File: config.mk
export PLATFORM = sky130hd
export DESIGN_NAME = repeater_traffic_gen
export DESIGN_NICKNAME = d
export VERILOG_FILES = /design/src/rtl/repeater_traffic_gen.sv
export SDC_FILE = /design/constraint.sdc
export NUM_CORES = 1
export LEC_CHECK = 0
export CORE_ASPECT_RATIO = 0.6
export CORE_MARGIN = 3
export CORE_UTILIZATION = 50
export DETAILED_ROUTE_END_ITERATION = 10
export GPL_TIMING_DRIVEN = 0
export HOLD_SLACK_MARGIN = 0.12
export PLACE_DENSITY = 0.84
export SKIP_CTS_REPAIR_TIMING = 1
export SLEW_MARGIN = 0
export SYNTH_ARGS = -nofsm -noshare
export SYNTH_HDL_FRONTEND = slang
export SYNTH_SLANG_ARGS = --single-unit
File: constraint.sdc
create_clock -name clk -period 11.25 [get_ports clk]
set_input_delay 1.6875 -clock clk [delete_from_list [all_inputs] [get_ports clk]]
set_output_delay 1.6875 -clock clk [all_outputs]
set_load 0.1 [all_outputs]
File: src/rtl/repeater_traffic_gen.sv
// repeater_traffic_gen: LFSR val/rdy flit source plus throttled sink for
// repeater link bring-up and soak runs.
// Ports: clk, rst_n (sync, active-low); start, num_flits, val_gap, rdy_gap
//   configure and launch a run. TX: val_out/dat_out/rdy_in.
//   RX: val_in/rdy_out. Status: busy, done, sent_cnt, recv_cnt, overrun.
module repeater_traffic_gen #(
  parameter logic [63:0] SEED = 64'h0000_0000_0000_0001
) (
  input  logic        clk,
  input  logic        rst_n,
  input  logic        start,
  input  logic [31:0] num_flits,
  input  logic [3:0]  val_gap,
  input  logic [3:0]  rdy_gap,
  output logic        val_out,
  output logic [63:0] dat_out,
  input  logic        rdy_in,
  input  logic        val_in,
  output logic        rdy_out,
  output logic        busy,
  output logic        done,
  output logic [31:0] sent_cnt,
  output logic [31:0] recv_cnt,
  output logic        overrun
);

  localparam logic [63:0] SEED_NZ =
    (SEED == 64'd0) ? 64'd1 : SEED;

  typedef enum logic [1:0] {
    IDLE, SEND, DRAIN, DONE
  } state_t;

  state_t      state_q, state_d;
  logic [63:0] lfsr_q;
  logic        val_q, rdy_q, ovr_q;
  logic [31:0] sent_q, recv_q, nf_q;
  logic [3:0]  vg_q, rg_q, vcnt_q, rcnt_q;

  logic tx_acc, rx_acc, tx_last;
  logic rx_full, rx_full_d;
  logic start_ok, active;

  assign tx_acc   = val_q & rdy_in;
  assign rx_acc   = val_in & rdy_q;
  assign tx_last  = tx_acc && (sent_q + 32'd1 == nf_q);
  assign rx_full  = (recv_q == nf_q);
  // RX count will equal num_flits after this edge
  assign rx_full_d = rx_full ||
    (rx_acc && (recv_q + 32'd1 == nf_q));
  assign start_ok = start &&
    (state_q == IDLE || state_q == DONE);
  assign active = (state_q == SEND) ||
    (state_q == DRAIN);

  always_comb begin
    state_d = state_q;
    unique case (state_q)
      IDLE, DONE:
        if (start)
          state_d = (num_flits == 32'd0) ? DONE : SEND;
      SEND:
        if (tx_last)
          state_d = rx_full_d ? DONE : DRAIN;
      DRAIN:
        if (rx_full_d) state_d = DONE;
      default: state_d = IDLE;
    endcase
  end

  always_ff @(posedge clk) begin
    if (!rst_n) state_q <= IDLE;
    else        state_q <= state_d;
  end

  always_ff @(posedge clk) begin
    if (!rst_n) begin
      lfsr_q <= SEED_NZ;
      val_q  <= 1'b0;
      rdy_q  <= 1'b0;
      ovr_q  <= 1'b0;
      sent_q <= '0;
      recv_q <= '0;
      nf_q   <= '0;
      vg_q   <= '0;
      rg_q   <= '0;
      vcnt_q <= '0;
      rcnt_q <= '0;
    end else if (start_ok) begin
      lfsr_q <= SEED_NZ;
      nf_q   <= num_flits;
      vg_q   <= val_gap;
      rg_q   <= rdy_gap;
      sent_q <= '0;
      recv_q <= '0;
      ovr_q  <= 1'b0;
      vcnt_q <= '0;
      rcnt_q <= '0;
      val_q  <= (num_flits != 32'd0);
      rdy_q  <= (num_flits != 32'd0);
    end else if (active) begin
      // TX: hold until accepted, then idle vg_q cycles
      if (tx_acc) begin
        lfsr_q <= {lfsr_q[62:0],
          lfsr_q[63] ^ lfsr_q[62] ^
          lfsr_q[60] ^ lfsr_q[59]};
        sent_q <= sent_q + 32'd1;
        val_q  <= !tx_last && (vg_q == 4'd0);
        vcnt_q <= vg_q;
      end else if (!val_q && state_q == SEND &&
                   vcnt_q != 4'd0) begin
        vcnt_q <= vcnt_q - 4'd1;
        if (vcnt_q == 4'd1) val_q <= 1'b1;
      end
      // RX: saturate at num_flits, flag extras
      if (rx_acc) begin
        if (rx_full) ovr_q  <= 1'b1;
        else         recv_q <= recv_q + 32'd1;
      end
      // rdy pattern: one high, rg_q low, repeat
      if (state_d == DONE) begin
        rdy_q <= 1'b0;
        val_q <= 1'b0;
      end else if (rdy_q) begin
        if (rg_q != 4'd0) begin
          rdy_q  <= 1'b0;
          rcnt_q <= rg_q;
        end
      end else begin
        rcnt_q <= rcnt_q - 4'd1;
        if (rcnt_q <= 4'd1) rdy_q <= 1'b1;
      end
    end
  end

  assign val_out  = val_q;
  assign dat_out  = lfsr_q;
  assign rdy_out  = rdy_q;
  assign busy     = active;
  assign done     = (state_q == DONE);
  assign sent_cnt = sent_q;
  assign recv_cnt = recv_q;
  assign overrun  = ovr_q;

endmodule

## Word-level counts from Yosys, hierarchy flattened

Cells that the tools add are included.

| storage, ports and cells | value |
|---|---|
| register bits after elaboration | 181 |
| word-level logic and storage cells | 85 |
| bits of input ports | 45 |
| output and inout port bits | 133 |

| operators by class | value |
|---|---|
| reductions and logical operators | 29 |
| eq/ne operators | 9 |
| magnitude comparators | 1 |
| mux-type cells | 22 |
| bitwise gates (word level) | 8 |
| add/sub/neg operators | 4 |

Operator list:

| cell | number |
|---|---|
| $eq A32 B32 Y1 | 3 |
| $add A32 B1 Y32 const B | 2 |
| $logic_not A32 Y1 | 1 |
| $reduce_bool A32 Y1 | 1 |
| $mux W4 | 4 |
| $reduce_bool A4 Y1 | 4 |
| $mux W1 | 13 |
| $reduce_and A3 Y1 | 4 |
| $mux W2 | 4 |
| $sub A4 B1 Y4 const B | 2 |
| $eq A2 B2 Y1 const B | 3 |
| $logic_and A1 B1 Y1 | 6 |
| $pmux W2 S3 | 1 |
| $eq A4 B1 Y1 const B | 1 |
| $le A4 B1 Y1 const B | 1 |
| $logic_not A4 Y1 | 1 |
| $reduce_and A2 Y1 | 2 |
| $reduce_bool A2 Y1 | 2 |
| $reduce_or A2 Y1 | 2 |
| $logic_or A1 B1 Y1 | 3 |
| $not A1 Y1 | 3 |
| $xor A1 B1 Y1 | 3 |
| $and A1 B1 Y1 | 2 |
| $eq A2 B1 Y1 const B | 1 |
| 3 further kinds | 4 |

## Logic depth before layout (Yosys ltp)

Gate-level depths: netlist (run 1).

| depth | value |
|---|---|
| depth in word-level cells | 11 |
| depth in mapped cells | 13 |
| mapped depth without buffers | 12 |

## Least setup slack after synthesis (run 1)

OpenSTA, ideal clock, no wires.

| timing | value |
|---|---|
| path kind | register -> register |
| start point | reg sent_q[18] (netlist: sent_cnt[18]) |
| end point | reg val_q (netlist: val_out) |
| arrival | 4.492 ns |
| required time | 11.161 ns |
| period minus slack after synthesis | 4.581 ns |
| path buffers | 1 |
| stages on the path, launching flop included | 13 |
| path slack | 6.669 ns |
| setup time | 0.089 ns |
| path through | dfxtp_1 -> clkbuf_2 -> nand4_2 -> or4_4 -> or2_4 -> nor3b_1 -> or4b_1 -> or4_1 -> or3_4 -> o21ai_4 -> a211oi_2 -> o311a_1 -> a311oi_2 |

| between the ends | value |
|---|---|
| cells in the longest elaborated chain, start to end | 9 |
| elaborated cells on any way between the ends | 15 |
| classes of those cells | add/sub: 1; eq/ne: 2; mux: 6; reduce/logical: 6 |

RTL lines:

| element | line | text |
|---|---|---|
| start: declaration | 37 | `logic [31:0] sent_q, recv_q, nf_q;` |
| start signal: assignment | 107 | `sent_q <= sent_q + 32'd1;` |
| $add A32 B1 Y32 * | 46 | `assign tx_last = tx_acc && (sent_q + 32'd1 == nf_q);` |
| $eq A32 B32 Y1 * | 46 |  |
| $logic_and A1 B1 Y1 * | 46 |  |
| $mux W2 / $logic_not A1 Y1 (equally long branches) | 63, 108 |  |
| $pmux W2 S3 / $logic_and A1 B1 Y1 (equally long branches) | 58, 108 |  |
| $eq A2 B2 Y1 / $mux W1 (equally long branches) | 121, 103 |  |
| $mux W1 | 121 | `if (state_d == DONE) begin` |
| $mux W1 | 101 | `end else if (active) begin` |
| $mux W1 | 89 | `end else if (start_ok) begin` |
| end signal: assignment | 99 | `val_q <= (num_flits != 32'd0);` |
| end signal: assignment | 108 | `val_q <= !tx_last && (vg_q == 4'd0);` |
| end: declaration | 36 | `logic val_q, rdy_q, ovr_q;` |

Mark *: on every way between the ends. The rest lies on a longest branch, timed or not. The select of a mux whose other input is x is not followed.
A chain may end at the register's enable or synchronous reset.

## Final worst setup path (run 1)

| timing | value |
|---|---|
| start point | in rdy_in |
| end point | reg val_q (netlist: val_out) |

| between the ends | value |
|---|---|
| cells in the longest elaborated chain, start to end | 8 |
| elaborated cells on any way between the ends | 14 |
| classes of those cells | eq/ne: 1; mux: 6; bitwise: 1; reduce/logical: 6 |

RTL lines:

| element | line | text |
|---|---|---|
| start: declaration | 17 | `input logic rdy_in,` |
| $and A1 B1 Y1 * | 44 | `assign tx_acc = val_q & rdy_in;` |
| $logic_and A1 B1 Y1 | 46 |  |
| $mux W2 / $logic_not A1 Y1 (equally long branches) | 63, 108 |  |
| $pmux W2 S3 / $logic_and A1 B1 Y1 (equally long branches) | 58, 108 |  |
| $eq A2 B2 Y1 / $mux W1 (equally long branches) | 121, 103 |  |
| $mux W1 | 121 |  |
| $mux W1 | 101 |  |
| $mux W1 | 89 |  |

Marked as above.

==> flow_metrics.tcl, run 1 <==
set metrics [dict create \
    async_reset_ff_frac 0 \
    first_global_vias 8904 \
    clock_sink_count 181 \
    n_antenna_cell 0 \
    grt_util_all_layers 0.2989 \
    critical_path_class "primary input to flip-flop" \
    fill_count 1567 \
    syn-cell-area_mm2 0.009668 \
    yosys.cell_types.count 76 \
    cts_h_tree_lvls 4 \
    fp.coreArea_mm2 0.01850 \
    overflow 0 \
    detailed_router_s_first_iteration_violation_count 1276 \
    ys_ff_latch 181 \
    detail_route.drc_violations 0 \
    route.antenna.remaining_nets 0 \
    synth_seq_area_share 0.3748 \
    die-width_um 185.5 \
    drive_above_1_share 0.04670 \
    worstMarginPinSlew_ps 1077 \
    dr_total_vias 9920 \
    path_max_fanout 10 \
    final-max-slew-violation-count 0 \
    cts-root-buf "sky130_fd_sc_hd__clkbuf_16" \
    gp_congestion 0.9955 \
    setup_tns_ps 0 \
    final_period_minus_worst_setup_slack_ps 5266 \
    yosysWarningCount 0 \
    pre_cts_slack_ps 5826 \
    die_area_mm2 0.02110 \
    min_period_over_period 0.4681 \
    cp.required_ps 11610 \
    totalPowerFinal_uw 1986 \
    finish.net_count 1497 \
    drt_pass1_iterations 5 \
    clock_tree_skew_after_final_layout_ps 18.46 \
    clk-insertion-delay-late_ps 440 \
    maxSlewHeadroom 0.2791 \
    chipHeight_um 113.7 \
    crit_path_start_kind "primary input" \
    synth.net_count 1301 \
    setup_repair_after_global_routing_missed_its_margin "false" \
    hold_viol_final 0 \
    avgViaCountPerCell 5.849 \
    clockBufferDepth 2 \
    drt-total-wl_um 32020 \
    clkTransAtPathRegs_ps 80 \
    final.setup.worst_slack_ps 5984 \
    min-delay-path-class "flip-flop to flip-flop" \
    antenna_found_initial 0 \
    ios 178 \
    max_freq_mhz 189.9 \
    synth-main-ff-cell "sky130_fd_sc_hd__dfxtp_1" \
    cts_made_buffers 17 \
    place.port_buffers 177 \
    grt_start_max_net_pins 19 \
    setup_viol 0 \
    grt_first_pass_wirelength_um 49370 \
    irDropWorstVdd_mv 0.1374 \
    placementRows 38 \
    syn_inst 1247 \
    start_util 0.5227 \
    synth_area_per_cell_um2 7.753 \
    power_dens_cells_mw_per_mm2 160.8 \
    worstPathArrival_ps 5620 \
    cts_tree "done" \
    number_of_enable_type_register_cells_in_the_synthesized_netlist 0 \
    wl_per_cell_um 18.88 \
    area_growth_pct 27.70 \
    static-leakage-power_uw 0.004144 \
    maxcap_viol_count 0 \
    detailedPlacementHpwl_um 24430 \
    outcome "complete, no violations" \
    end_kind "flip-flop" \
]
power by group:
| part | internal, uW | total (uW) | switching (uW) | leakage (uW) |
|---|---|---|---|---|
| Clock | 323 | 617 | 294 | 0.000294 |
| Combinational | 207 | 627 | 421 | 0.00239 |
| Sequential | 683 | 741 | 58.5 | 0.00146 |
Yosys cell counts (4+ instances only):
cell | instances | share of area
sky130_fd_sc_hd__nand2_1 | 260 | 0.10
sky130_fd_sc_hd__dfxtp_1 | 181 | 0.37
sky130_fd_sc_hd__a21oi_1 | 135 | 0.070
sky130_fd_sc_hd__nor2_1 | 102 | 0.040
sky130_fd_sc_hd__xnor2_1 | 83 | 0.075
sky130_fd_sc_hd__xor2_1 | 60 | 0.054
sky130_fd_sc_hd__clkbuf_1 | 57 | 0.022
sky130_fd_sc_hd__nand3_1 | 38 | 0.020
sky130_fd_sc_hd__o21ai_0 | 35 | 0.018
sky130_fd_sc_hd__nor3_1 | 33 | 0.017
sky130_fd_sc_hd__nand4_1 | 30 | 0.019
sky130_fd_sc_hd__nor4_1 | 18 | 0.012
sky130_fd_sc_hd__or3_1 | 18 | 0.012
sky130_fd_sc_hd__inv_1 | 17 | 0.0066
sky130_fd_sc_hd__and4_1 | 15 | 0.014
sky130_fd_sc_hd__and2_1 | 13 | 0.0084
sky130_fd_sc_hd__and3_1 | 12 | 0.0078
sky130_fd_sc_hd__ha_1 | 9 | 0.012
sky130_fd_sc_hd__a211oi_1 | 7 | 0.0054
sky130_fd_sc_hd__mux2i_1 | 7 | 0.0072
sky130_fd_sc_hd__nand3b_1 | 6 | 0.0047
sky130_fd_sc_hd__o211ai_1 | 6 | 0.0047
sky130_fd_sc_hd__buf_1 | 5 | 0.0019
sky130_fd_sc_hd__nor2b_1 | 5 | 0.0032
sky130_fd_sc_hd__nor3b_1 | 5 | 0.0039
sky130_fd_sc_hd__o31ai_1 | 5 | 0.0039
sky130_fd_sc_hd__a2111oi_0 | 4 | 0.0036
sky130_fd_sc_hd__a22oi_1 | 4 | 0.0031
sky130_fd_sc_hd__a31oi_1 | 4 | 0.0026
sky130_fd_sc_hd__a41oi_1 | 4 | 0.0036
sky130_fd_sc_hd__clkbuf_2 | 4 | 0.0021
sky130_fd_sc_hd__nand2b_1 | 4 | 0.0026
sky130_fd_sc_hd__nor4b_1 | 4 | 0.0036
final cells by class:
cell class	count	area [um^2]	area share
buffer	74	380.4	0.03081
clock buffer	18	439.2	0.03557
clock inverter	14	166.4	0.01348
inverter	18	67.56	0.005473
multi-input combinational	974	5597	0.4533
sequential	181	3623	0.2935
tap	240	300.3	0.02432
timing repair buffer	177	1772	0.1435
cells by family after synthesis:
group,after synthesis,synth area share
simple gates,586,0.2902
compound gates,228,0.1391
flops,181,0.3748
xor+xnor,143,0.1295
buf+inv,92,0.04633
fa+ha+maj,9,0.01165
mux,8,0.008412
state kept, by name, indices dropped and copies added (netlist names), 2 cells and up:
name / flops
vg_q: 4
dat_out: 64
nf_q: 32
rcnt_q: 4
rg_q: 4
sent_cnt: 32
state_q: 2
vcnt_q: 4
recv_cnt: 32
critical path, cell delays in order:
cell                              delay (ps)
sky130_fd_sc_hd__clkdlybuf4s50_1         540
sky130_fd_sc_hd__nand2_2                 190
sky130_fd_sc_hd__a2111oi_0               840
sky130_fd_sc_hd__nand3_1                 180
sky130_fd_sc_hd__nor3_1                  270
sky130_fd_sc_hd__nand4_1                 140
sky130_fd_sc_hd__or4_1                   510
sky130_fd_sc_hd__or3_4                   400
sky130_fd_sc_hd__o21ai_4                 180
sky130_fd_sc_hd__a211oi_2                140
sky130_fd_sc_hd__o311a_1                 350
sky130_fd_sc_hd__a311oi_2                180
placed cells by master, fill, tap and decap left out, types with 5 or more instances in the layout:
cell / Yosys / layout
sky130_fd_sc_hd__clkbuf_16: 0 / 17
sky130_fd_sc_hd__ha_1: 9 / 9
sky130_fd_sc_hd__nor3_1: 33 / 33
sky130_fd_sc_hd__nor2b_1: 5 / 5
sky130_fd_sc_hd__nand4_1: 30 / 30
sky130_fd_sc_hd__a21oi_1: 135 / 135
sky130_fd_sc_hd__o211ai_1: 6 / 6
sky130_fd_sc_hd__and3_1: 12 / 12
sky130_fd_sc_hd__o31ai_1: 5 / 5
sky130_fd_sc_hd__o21ai_0: 35 / 35
sky130_fd_sc_hd__buf_1: 5 / 5
sky130_fd_sc_hd__and2_1: 13 / 13
sky130_fd_sc_hd__nor2_1: 102 / 102
sky130_fd_sc_hd__a211oi_1: 7 / 7
sky130_fd_sc_hd__nor3b_1: 5 / 5
sky130_fd_sc_hd__nand3_1: 38 / 38
sky130_fd_sc_hd__nand3b_1: 6 / 6
sky130_fd_sc_hd__inv_1: 17 / 17
sky130_fd_sc_hd__dfxtp_1: 181 / 181
sky130_fd_sc_hd__and4_1: 15 / 15
sky130_fd_sc_hd__or3_1: 18 / 18
sky130_fd_sc_hd__nor4_1: 18 / 18
sky130_fd_sc_hd__xnor2_1: 83 / 83
sky130_fd_sc_hd__clkbuf_1: 57 / 57
sky130_fd_sc_hd__xor2_1: 60 / 60
sky130_fd_sc_hd__clkdlybuf4s50_1: 0 / 177
sky130_fd_sc_hd__mux2i_1: 7 / 7
sky130_fd_sc_hd__nand2_1: 260 / 260
per-stage QoR:
stage / util / hold WS [ps] / instances / instance area, um^2
after floorplan: - / 431.2 / 1247 / 9668
final: 0.6675 / 460.5 / 1696 / 12350
after detailed placement: 0.6348 / 449.7 / 1664 / 11740
after global routing: 0.6675 / 478.9 / 1696 / 12350
after CTS: 0.6675 / 459.5 / 1696 / 12350
after global placement: 0.6348 / 440.7 / 1664 / 11740
metal layers:
metal,GRT usage,part of all wire,up-vias
li1,-,-,4689
met1,0.4669,0.46,4628
met5,0,0,-
met3,0.07903,0.12,33
met4,0.06094,0.012,0
met2,0.4087,0.40,570
path summary, 6_finish.rpt:
path          startpoint       to  slack, ps  cells after the start
min reg2reg      rg_q[0]  rg_q[0]        460                      2
max reg2reg  sent_cnt[0]  val_out       6470                     11
max               rdy_in  val_out       5980                     12
min              rg_q[0]  rg_q[0]        460                      2
Power figures use the tool's default switching activity.
==> run 2, diff against run 1 <==
--- a/config.mk
+++ b/config.mk
@@ -7,7 +7,7 @@
 export LEC_CHECK = 0
 export CORE_ASPECT_RATIO = 0.6
 export CORE_MARGIN = 3
-export CORE_UTILIZATION = 50
+export CORE_UTILIZATION = 48
 export DETAILED_ROUTE_END_ITERATION = 10
 export GPL_TIMING_DRIVEN = 0
 export HOLD_SLACK_MARGIN = 0.12
==> constraint.sdc (replaced) <==
create_clock -name clk -period 4.2 [get_ports clk]
set_input_delay 0.63 -clock clk [delete_from_list [all_inputs] [get_ports clk]]
set_output_delay 0.63 -clock clk [all_outputs]
set_load 0.1 [all_outputs]
==> run 2 against run 1 <==
Hold slack lost 4.8 ps. Final cell count grew 1.3%. Power grew to 2.7 times the previous value. Clock power grew to 2.5 times the previous value. Wire length grew 3.0%. Core utilization shrank 2.6 points. Critical path type is now flip-flop to flip-flop. Flip-flop and latch count is the same. Count of clock-buffer cells in the layout grew 1. Largest cell class unchanged. Highest routed layer unchanged.
==> flow_metrics.tcl, run 2 (same netlist as run 1, synthesis figures left out) <==
set metrics [dict create \
    outcome "complete, no violations" \
    max_freq_mhz 240.0 \
    cp.required_ps 4550 \
    power_dens_cells_mw_per_mm2 424.9 \
    totalPowerFinal_uw 5280 \
    min_period_over_period 0.9922 \
    clkTransAtPathRegs_ps 70 \
    min-delay-path-class "flip-flop to flip-flop" \
    final-max-slew-violation-count 0 \
    clockBufferDepth 2 \
    route.antenna.remaining_nets 0 \
    die-width_um 189.2 \
    grt_util_all_layers 0.2963 \
    start_util 0.4991 \
    cts_tree "done" \
    drt_pass1_iterations 5 \
    antenna_found_initial 0 \
    ios 178 \
    worst_slack_on_hold_paths_ps 455.7 \
    crit_path_cell_trace "nand2_2 -> or4_2 -> or2_2 -> xnor2_1 -> nand4_1 -> or4_4 -> or3_4 -> o21ai_4 -> a211oi_4 -> o311a_1 -> a311oi_2" \
    final.setup.worst_slack_ps 32.67 \
    n_antenna_cell 0 \
    path_max_fanout 9 \
    mostFrequentLayoutCell "sky130_fd_sc_hd__nand2_1" \
    finish.net_count 1494 \
    place.port_buffers 177 \
    first_global_vias 8991 \
    largest_reg_flops 64 \
    maxSlewHeadroom 0.3136 \
    overflow 0 \
    pre_cts_slack_ps -451.3 \
    worstMarginPinSlew_ps 1026 \
    critical_path_class "flip-flop to flip-flop" \
    wl_per_cell_um 19.20 \
    hold_viol_final 0 \
    grt_first_pass_wirelength_um 50700 \
    clock_tree_skew_after_final_layout_ps 14.79 \
    detail_route.drc_violations 0 \
    final_period_minus_worst_setup_slack_ps 4167 \
    worstPathArrival_ps 4520 \
    grt_start_max_net_pins 17 \
    placementRows 39 \
    clk-insertion-delay-late_ps 440 \
    cts-root-buf "sky130_fd_sc_hd__clkbuf_16" \
    area_growth_pct 28.54 \
    fp.coreArea_mm2 0.01937 \
    end_kind "flip-flop" \
    detailed_router_s_first_iteration_violation_count 1157 \
    layout.cells.most_common_list "259 x sky130_fd_sc_hd__nand2_1, 177 x sky130_fd_sc_hd__clkdlybuf4s50_1, 160 x sky130_fd_sc_hd__dfxtp_1" \
    critPathTopFamily "simple AND/OR/NAND/NOR gates" \
    avgViaCountPerCell 5.838 \
    die_area_mm2 0.02194 \
    cts_made_buffers 17 \
    critical_path_s_largest_stage_delay_ps 760 \
    clock_sink_count 181 \
    gp_congestion 1.028 \
    final_util 0.6415 \
    crit_path_start_kind "flip-flop" \
    crit_path_top_delay_cell "sky130_fd_sc_hd__or4_2" \
    static-leakage-power_uw 0.004170 \
    setup_viol 0 \
    maxcap_viol_count 0 \
    detailedPlacementHpwl_um 25500 \
    drive_above_1_share 0.06749 \
    irDropWorstVdd_mv 0.4196 \
    cts_h_tree_lvls 4 \
    dr_total_vias 10030 \
    worst-path-buf-inv 0 \
    chipHeight_um 115.9 \
    drt-total-wl_um 32990 \
]
==> run 2: final cells by class <==
type                       instances  area (um^2)
multi-input combinational        974         5662
clock buffer                      19        442.9
buffer                            68        356.6
inverter                          18        67.56
sequential                       181         3655
timing repair buffer             180         1794
clock inverter                    12        116.4
fill                            1709         6945
tap                              266        332.8
==> run 2: worst paths after layout <==
kind	startpoint	to	slack (ps)	cells after the start
setup reg to reg	sent_cnt[7]	val_out	30	11
hold / removal	rg_q[0]	rg_q[0]	460	2
hold reg to reg	rg_q[0]	rg_q[0]	460	2
setup / recovery	sent_cnt[7]	val_out	30	11
==> run 2: where the power goes <==
group          leakage, uW  switching, uW  total, uW  internal, uW
logic              0.00241           1140       1700           563
clock network     0.000282            726       1570           843
registers          0.00148            179       2010          1830
==> run 2: worst min-delay path, stage by stage (launching register included) <==
cell,delay (ps)
sky130_fd_sc_hd__dfxtp_1,310
sky130_fd_sc_hd__nand2_1,50
sky130_fd_sc_hd__a21oi_1,50
==> run 2: stage by stage <==
stage,cell area [um^2],instances,setup TNS (ps)
after floorplan,9699,1247,0
after global placement,11800,1690,-1675
after detailed placement,11800,1690,-2038
after CTS,12360,1721,-2651
after global routing,12430,1718,-22.43
final,12430,1718,0
==> run 2: routing by layer <==
layer / GRT usage / up-vias / routed length [um]
li1: - / 4697 / -
met1: 0.4395 / 4726 / 14960
met2: 0.4068 / 554 / 13070
met3: 0.1040 / 52 / 4357
met4: 0.07185 / 0 / 597
met5: 0 / - / 0
==> run 3, diff against run 2 <==
--- a/config.mk
+++ b/config.mk
@@ -5,6 +5,7 @@
 export SDC_FILE = /design/constraint.sdc
 export NUM_CORES = 1
 export LEC_CHECK = 0
+export CAP_MARGIN = 0
 export CORE_ASPECT_RATIO = 0.6
 export CORE_MARGIN = 3
 export CORE_UTILIZATION = 48
==> results of run 3 <==
Same layout as run 2: the final DEF is identical, and so are final timing and power.
